`src/rtl/rob_alloc_retire.sv`:
```
// Reorder buffer: allocates and retires up to 2 entries per cycle, and flushes younger entries when a mispredicted branch retires.
// Optional perf counters are built when ROB_PERF_CNT_EN is defined; otherwise both counter ports read 0.
module rob_alloc_retire #(
  parameter int ISSUE_WIDTH_MAX = 2,
  parameter int ROB_MAX_RETIRE  = 2,
  parameter int ROB_SIZE        = 16,
  parameter int ROB_SIZE_CLOG   = 4,
  parameter int SRC_LEN         = 5,
  parameter int NUM_CDB         = 2
) (
  input  logic                                clk,
  input  logic                                rst,
  input  logic [ISSUE_WIDTH_MAX-1:0]          instr_val_id,
  input  logic [ISSUE_WIDTH_MAX*SRC_LEN-1:0]  rd_id,
  input  logic [ISSUE_WIDTH_MAX-1:0]          nowr_id,
  input  logic [NUM_CDB-1:0]                  cdb_val,
  input  logic [NUM_CDB*ROB_SIZE_CLOG-1:0]    cdb_robid,
  input  logic [NUM_CDB-1:0]                  cdb_mispredict,
  output logic [ROB_SIZE_CLOG-1:0]            rob_is_ptr,
  output logic [ROB_SIZE_CLOG-1:0]            rob_is_ptr_p1,
  output logic                                rob_full,
  output logic [ROB_MAX_RETIRE*SRC_LEN-1:0]   rd_ret,
  output logic [ROB_MAX_RETIRE-1:0]           val_ret,
  output logic [ROB_MAX_RETIRE-1:0]           branch_ret,
  output logic [ROB_MAX_RETIRE*ROB_SIZE_CLOG-1:0] robid_ret,
  output logic                                branch_clear_id,
  output logic [ROB_SIZE_CLOG-1:0]            mispredict_tag_id,
  output logic [31:0]                         perf_ret_cnt,
  output logic [15:0]                         perf_flush_cnt
);
  localparam int IW    = ROB_SIZE_CLOG;
  localparam int PTR_W = ROB_SIZE_CLOG + 1;
  localparam int CNT_W = ROB_SIZE_CLOG + 1;
  localparam logic [CNT_W-1:0] SIZE_C  = CNT_W'(ROB_SIZE);
  localparam logic [CNT_W-1:0] FULL_C  = CNT_W'(ISSUE_WIDTH_MAX);
  localparam logic [IW-1:0]    ONE_IDX = IW'(1);

  logic [PTR_W-1:0]    head_q, head_d, tail_q, tail_d;
  logic [CNT_W-1:0]    count_q, count_d;
  logic [ROB_SIZE-1:0] valid_q, valid_d, done_q, done_d, misp_q, misp_d, nowr_q, nowr_d;
  logic [SRC_LEN-1:0]  rd_q [ROB_SIZE];
  logic [SRC_LEN-1:0]  rd_d [ROB_SIZE];

  logic [2*SRC_LEN-1:0] rd_ret_q, rd_ret_d;
  logic [1:0]           val_ret_q, val_ret_d, branch_ret_q, branch_ret_d;
  logic [2*IW-1:0]      robid_ret_q, robid_ret_d;
  logic                 branch_clear_q, branch_clear_d;
  logic [IW-1:0]        mispredict_tag_q, mispredict_tag_d;

  logic [IW-1:0]       h0, h1, idx0, idx1, flush_tag;
  logic                ret0, ret1, flush, alloc_en, a0, a1;
  logic [1:0]          n_alloc, n_ret;
  logic [ROB_SIZE-1:0] cdb_hit, cdb_mhit;

  assign rob_is_ptr    = tail_q[IW-1:0];
  assign rob_is_ptr_p1 = rob_is_ptr + ONE_IDX;
  assign rob_full      = (SIZE_C - count_q) < FULL_C;

  // Retire selection and allocation lane compaction from registered state.
  always_comb begin
    h0        = head_q[IW-1:0];
    h1        = h0 + ONE_IDX;
    ret0      = valid_q[h0] & done_q[h0];
    ret1      = ret0 & valid_q[h1] & done_q[h1] & ~misp_q[h0];
    flush     = (ret0 & misp_q[h0]) | (ret1 & misp_q[h1]);
    flush_tag = (ret0 & misp_q[h0]) ? h0 : h1;
    n_ret     = {1'b0, ret0} + {1'b0, ret1};
    alloc_en  = ~rob_full & ~flush;
    a0        = alloc_en & instr_val_id[0];
    a1        = alloc_en & instr_val_id[1];
    idx0      = rob_is_ptr;
    idx1      = a0 ? rob_is_ptr_p1 : rob_is_ptr;
    n_alloc   = {1'b0, a0} + {1'b0, a1};
  end

  // Per-entry CDB hits; two ports naming one entry OR their mispredict flags.
  always_comb begin
    cdb_hit  = {ROB_SIZE{1'b0}};
    cdb_mhit = {ROB_SIZE{1'b0}};
    for (int k = 0; k < NUM_CDB; k++) begin
      cdb_hit[cdb_robid[k*IW +: IW]]  = cdb_hit[cdb_robid[k*IW +: IW]] | cdb_val[k];
      cdb_mhit[cdb_robid[k*IW +: IW]] = cdb_mhit[cdb_robid[k*IW +: IW]] | (cdb_val[k] & cdb_mispredict[k]);
    end
  end

  // Next-state for pointers, count and entry array.
  always_comb begin
    valid_d = valid_q;
    done_d  = done_q;
    misp_d  = misp_q;
    nowr_d  = nowr_q;
    rd_d    = rd_q;
    head_d  = head_q + PTR_W'(n_ret);
    tail_d  = flush ? head_d : (tail_q + PTR_W'(n_alloc));
    count_d = flush ? {CNT_W{1'b0}} : (count_q + CNT_W'(n_alloc) - CNT_W'(n_ret));
    for (int e = 0; e < ROB_SIZE; e++) begin
      if (flush) begin
        valid_d[e] = 1'b0;
      end else if (a0 && (idx0 == IW'(e))) begin
        valid_d[e] = 1'b1;
        done_d[e]  = 1'b0;
        misp_d[e]  = 1'b0;
        nowr_d[e]  = nowr_id[0];
        rd_d[e]    = rd_id[0 +: SRC_LEN];
      end else if (a1 && (idx1 == IW'(e))) begin
        valid_d[e] = 1'b1;
        done_d[e]  = 1'b0;
        misp_d[e]  = 1'b0;
        nowr_d[e]  = nowr_id[1];
        rd_d[e]    = rd_id[SRC_LEN +: SRC_LEN];
      end else begin
        // Completions to invalid entries are dropped by the valid_q mask.
        valid_d[e] = valid_q[e] & ~((ret0 && (h0 == IW'(e))) || (ret1 && (h1 == IW'(e))));
        done_d[e]  = done_q[e] | (valid_q[e] & cdb_hit[e]);
        misp_d[e]  = misp_q[e] | (valid_q[e] & cdb_mhit[e]);
      end
    end
  end

  // Retire bus contents, registered at the edge that frees the entries.
  always_comb begin
    val_ret_d        = {ret1, ret0};
    branch_ret_d     = {ret1 & nowr_q[h1], ret0 & nowr_q[h0]};
    rd_ret_d         = {ret1 ? rd_q[h1] : {SRC_LEN{1'b0}}, ret0 ? rd_q[h0] : {SRC_LEN{1'b0}}};
    robid_ret_d      = {ret1 ? h1 : {IW{1'b0}}, ret0 ? h0 : {IW{1'b0}}};
    branch_clear_d   = flush;
    mispredict_tag_d = flush ? flush_tag : mispredict_tag_q;
  end

  // State registers with synchronous reset.
  always_ff @(posedge clk) begin
    if (rst) begin
      head_q           <= {PTR_W{1'b0}};
      tail_q           <= {PTR_W{1'b0}};
      count_q          <= {CNT_W{1'b0}};
      valid_q          <= {ROB_SIZE{1'b0}};
      done_q           <= {ROB_SIZE{1'b0}};
      misp_q           <= {ROB_SIZE{1'b0}};
      nowr_q           <= {ROB_SIZE{1'b0}};
      for (int e = 0; e < ROB_SIZE; e++) rd_q[e] <= {SRC_LEN{1'b0}};
      val_ret_q        <= 2'b00;
      branch_ret_q     <= 2'b00;
      rd_ret_q         <= {(2*SRC_LEN){1'b0}};
      robid_ret_q      <= {(2*IW){1'b0}};
      branch_clear_q   <= 1'b0;
      mispredict_tag_q <= {IW{1'b0}};
    end else begin
      head_q           <= head_d;
      tail_q           <= tail_d;
      count_q          <= count_d;
      valid_q          <= valid_d;
      done_q           <= done_d;
      misp_q           <= misp_d;
      nowr_q           <= nowr_d;
      rd_q             <= rd_d;
      val_ret_q        <= val_ret_d;
      branch_ret_q     <= branch_ret_d;
      rd_ret_q         <= rd_ret_d;
      robid_ret_q      <= robid_ret_d;
      branch_clear_q   <= branch_clear_d;
      mispredict_tag_q <= mispredict_tag_d;
    end
  end

  assign val_ret           = val_ret_q;
  assign branch_ret        = branch_ret_q;
  assign rd_ret            = rd_ret_q;
  assign robid_ret         = robid_ret_q;
  assign branch_clear_id   = branch_clear_q;
  assign mispredict_tag_id = mispredict_tag_q;

`ifdef ROB_PERF_CNT_EN
  logic [31:0] perf_ret_q, perf_ret_d;
  logic [15:0] perf_flush_q, perf_flush_d;

  // Free-running counters of retired instructions and flushes.
  always_comb begin
    perf_ret_d   = perf_ret_q + {30'd0, n_ret};
    perf_flush_d = perf_flush_q + {15'd0, flush};
  end

  // Counter registers.
  always_ff @(posedge clk) begin
    if (rst) begin
      perf_ret_q   <= 32'd0;
      perf_flush_q <= 16'd0;
    end else begin
      perf_ret_q   <= perf_ret_d;
      perf_flush_q <= perf_flush_d;
    end
  end

  assign perf_ret_cnt   = perf_ret_q;
  assign perf_flush_cnt = perf_flush_q;
`else
  assign perf_ret_cnt   = 32'd0;
  assign perf_flush_cnt = 16'd0;
`endif

endmodule
```
`config.mk`:
```
export PLATFORM = sky130hd
export DESIGN_NAME = rob_alloc_retire
export DESIGN_NICKNAME = d
export VERILOG_FILES = /design/src/rtl/rob_alloc_retire.sv
export SDC_FILE = /design/constraint.sdc
export NUM_CORES = 1
export LEC_CHECK = 0
export BUFFER_PORTS_ARGS = -buffer_cell sky130_fd_sc_hd__buf_2
export CORE_MARGIN = 2
export CORE_UTILIZATION = 55
export DETAILED_ROUTE_END_ITERATION = 10
export HOLD_SLACK_MARGIN = 0.12
export PLACE_DENSITY = 0.85
export SETUP_SLACK_MARGIN = 0.2
export SYNTH_ARGS = -nofsm -noshare
export SYNTH_HDL_FRONTEND = slang
export SYNTH_SLANG_ARGS = --single-unit
```
`constraint.sdc`:
```
create_clock -name clk -period 4.7 [get_ports clk]
set_input_delay 0.235 -clock clk [delete_from_list [all_inputs] [get_ports clk]]
set_output_delay 0.235 -clock clk [all_outputs]
set_load 0.03 [all_outputs]
```
==> impl_results.md <==
* Worst Path Arrival at 4.62 ns
* Flop2flop setup slack at 0.38 ns
* Primary FF master, synth: dfxtp_1
* Max Slew Vio Count at 0
* Startpoint Class: flop
* Die Wd at 153.4 um
* ANT cells at 0
* # H-tree levels at 4
* Fillers at 1822
* Count of different cell masters after synthesis at 75
* DP HPWL at 26730 um
* Pin count of the biggest net entering global routing at 70
* Total track usage at 32.35%
* EDFF count, synth at 0
* Adder-cell area share of the yosys netlist at 2.896%
* DRT Pass-1 Iters at 5
* Largest family of logic cells by synthesized area: compound AO/OA/AOI/OAI gates
* Post-Route WL at approximately 39000 um
* Clock Path Buffers at 2
* Number of global-route vias before repair at about 11k
* Clk_lat worst skew at 0.46 ns
* Peak VDD IR at 285.6 uV
* Endpoints failing hold at 0
* Slew Limit Headroom at 12.93%
* Logic pwr share at 38.0%
* Root buffer cell: clkbuf_16
* Post-synthesis simple-gate area fraction at between 10% and 20%
* Setup CP Type: reg2reg
* Share of cells above drive strength 1 at 18.91%
* Worst endpoint required time at 5.00 ns
* Internal power at 3.243 mW
* Hold WC Path Type: in2reg
* Reported net switching power at 2.214 mW
* WHS Path Cells at 2
* GPL Wtd Cong at 1.065
* Final worst path period share at 91.98%
* Most used cell along the critical path: nor2_1
* Synth Area in Compound Gates at 19.71%
* Hold path endpoint: val_ret[0]
* Row count at 54
* Avg Inst Size Synth at 9.115 um2
* Setup Fix Bufs, Post-CTS at 0
* Crit path buffers/inverters at 3
* I/O Pins at 112
* Fin crit period at 4.323 ns
* Initial DRC count at 1552
* Crit path cell chain: inv_1, ha_1, mux4_2, nor2b_1, a211oi_1, a21oi_2, o21ai_4, a21oi_4, nor2_1, ha_1, inv_1, fa_1, fa_1, inv_1, a21oi_1, nor2_1, nor2_1, xnor2_1, nor2_1
* Critical path's top delay family: adder cells
* ANT nets after route at 0
* Total die area at roughly 0.024 mm2
* Port Buffer Count at 63
* Die Y at 153.4 um
* Mapped Cells at 1346
* Number of antenna violations at the first check in global routing at 0
* First-pass GRT wire length at 59820 um
* DR DRC count at 0
* Setup Skew at about 0.016 ns
* Sw Ratio at approximately two fifths
* R2R Path End: count_q[4]
* Final setup fails at 0
* Clock Sink Count at 184
* Syn. warnings at 0
* XOR/XNOR Fraction of Synth Area at 1.356%
* Post-layout nets at 1395
* Maximum clock rate at ~0.23 GHz
* Sequential fraction of the synthesis area at 30.02%
* Finished Cell Area at 0.01304 mm2
* Total core area at 0.02189 mm2
* Crit path max fanout at 6
* TritonCTS buffer count at 17
* Via/cell ratio at roughly 6.9
* Reg power frac at between 30% and 40%
* CTS clk-pin slew, worst paths at approximately 0.07 ns
* Pwr dens at 418.7 mW/mm2
* Hold_sp: rst
* Maxcap violations at 0
* Grt total ovfl at 0
* Worst Max-Slew Pin Slew at between 1 and 1.5 ns
* Clock power frac at approximately a quarter
* Area grow syn2layout at 6.241%
* Starting Density at 56.05%
* Syn Std Cell Area at ~0.012 mm2
* RSZ-0062 raised after global routing: false
* Async SR Flop Fraction at 0%
* Post-placement cell area at 0.01243 mm2
* CTS tree: built
* Worst path max stage delay at 0.56 ns
* Yosys reg bits at 184
* WL per Instance at between 20 and 25 um
* Vias at between 10k and 15k
* Mux cell area share after synthesis at 19.42%
* CP endpoint kind: flop
* R2R cell count at 19
* Status: complete, no violations
* Leakage at 5.041 nW
* Crit-path slowest cell: mux4_2
* Critical R2R Launch: head_q[0]
* Setup TNS Final at 0 ns
-- state kept, by name, indices dropped and copies added (netlist names) --
signal / count
branch_ret: 2
misp_q: 16
robid_ret: 8
tail_q: 4
head_q: 4
nowr_q: 16
valid_q: 16
rd_q: 80
branch_clear_id: 1
rd_ret: 10
count_q: 5
val_ret: 2
mispredict_tag_id: 4
done_q: 16
-- per-stage QoR --
stage,worst slack [ns],hold WS (ns),std cells,power (mW),util [%]
after floorplan,0.2062,0.4661,1393,3.519,-
after global placement,0.5214,0.4380,1602,3.893,56.79
after detailed placement,0.4046,0.4460,1602,3.951,56.79
after CTS,0.3534,0.1477,1634,5.381,59.45
after global routing,0.1809,0.1794,1634,5.668,59.55
final,0.3768,0.1506,1634,5.457,59.55
-- worst reg2reg max path: stages, from the launching register on --
cell and delay [ns]:
dfxtp_4 0.38, inv_1 0.06, ha_1 0.48, mux4_2 0.56, nor2b_1 0.14, a211oi_1 0.30
a21oi_2 0.12, o21ai_4 0.10, a21oi_4 0.11, nor2_1 0.16, ha_1 0.24, inv_1 0.07
fa_1 0.48, fa_1 0.48, inv_1 0.07, a21oi_1 0.07, nor2_1 0.09, nor2_1 0.05
xnor2_1 0.14, nor2_1 0.05
-- kinds of logic after synthesis --
family,after synthesis
buffers and inverters,198
AOI/OAI and AO/OA,311
xor gates and xnor gates,19
muxes,153
adders and majority gates,26
and+or+nand+nor,454
DFF,184
other,1
-- cells in the final DEF, fill, tap and decap left out, types with 10 or more instances in the layout --
cell type | netlist | routed
o221ai_1 | 16 | 16
clkbuf_16 | 0 | 17
o22ai_1 | 30 | 30
xor2_1 | 10 | 10
conb_1 | 1 | 48
mux2i_1 | 85 | 85
nor4_1 | 28 | 28
nand3_1 | 36 | 36
a31oi_1 | 36 | 36
a311oi_1 | 17 | 17
buf_4 | 55 | 26
dfxtp_1 | 184 | 182
a211oi_1 | 47 | 47
a21oi_1 | 30 | 28
nand2_1 | 98 | 98
mux4_2 | 68 | 68
buf_2 | 24 | 62
inv_1 | 35 | 34
o21a_1 | 37 | 37
nor3_1 | 105 | 105
o31ai_1 | 13 | 13
a21oi_4 | 12 | 13
ha_1 | 22 | 21
o21ai_0 | 17 | 17
nor2_1 | 106 | 106
nor2b_1 | 28 | 28
-- cell type report --
type | instances | area (um2) | share of cell area (%)
well taps | 280 | 350.3 | 2.688
repair buffers | 90 | 536.8 | 4.118
inverters | 37 | 146.4 | 1.123
clock inverters | 14 | 152.6 | 1.171
multi-input cells | 1011 | 7731 | 59.31
flip-flops and latches | 184 | 3689 | 28.30
clock buffers | 18 | 429.2 | 3.292
-- synth_stat cells, types with 17 or more instances --
cell	number	area, um2
dfxtp_1	184	3684
nand3_1	36	180.2
a31oi_1	36	225.2
nand2_1	98	367.9
a211oi_1	47	352.8
o21a_1	37	277.8
buf_4	55	412.9
a21oi_1	30	150.1
nor2_1	106	397.9
mux4_2	68	1531
inv_1	35	131.4
buf_2	24	120.1
nor2b_1	28	175.2
o21ai_0	17	85.08
o22ai_1	30	187.7
nor3_1	105	525.5
clkbuf_1	65	244.0
nor4_1	28	175.2
ha_1	22	275.3
a311oi_1	17	148.9
mux2i_1	85	850.8
-- power by group through the flow --
stage	Sequential, mW	Clock, mW	Combinational, mW
global placement	1.95	0	1.94
detailed placement	1.96	0	1.99
CTS	1.93	1.44	2.02
finish	1.94	1.44	2.07
global route	1.96	1.50	2.21
floorplan	1.91	0	1.61
-- routing by layer --
metal | global-route usage, % | vias to the layer above | wire length [um]
li1 | - | 4934 | -
met1 | 42.88 | 5321 | 14630
met2 | 49.51 | 871 | 17270
met3 | 7.712 | 164 | 4988
met4 | 16.43 | 0 | 1950
met5 | 0 | - | 0
-- repair_timing --
item | CTS | global route
setup endpoints to repair | 0 | 1
resized for setup | 0 | 5
hold buffers | 0 | 0
-- worst max-delay path by stage --
| stage | start | to | slack, ns | depth (start not counted) |
|---|---|---|---|---|
| after global placement | head_q[1] | count_q[4] | 0.52 | 21 |
| after CTS | head_q[1] | count_q[4] | 0.35 | 22 |
| after detailed placement | head_q[1] | count_q[4] | 0.40 | 21 |
| after global routing | head_q[1] | count_q[4] | 0.18 | 19 |
| final | head_q[0] | count_q[4] | 0.38 | 19 |
| after floorplan | head_q[0] | count_q[4] | 0.21 | 21 |
No activity file was read; power rests on OpenSTA's default activity.
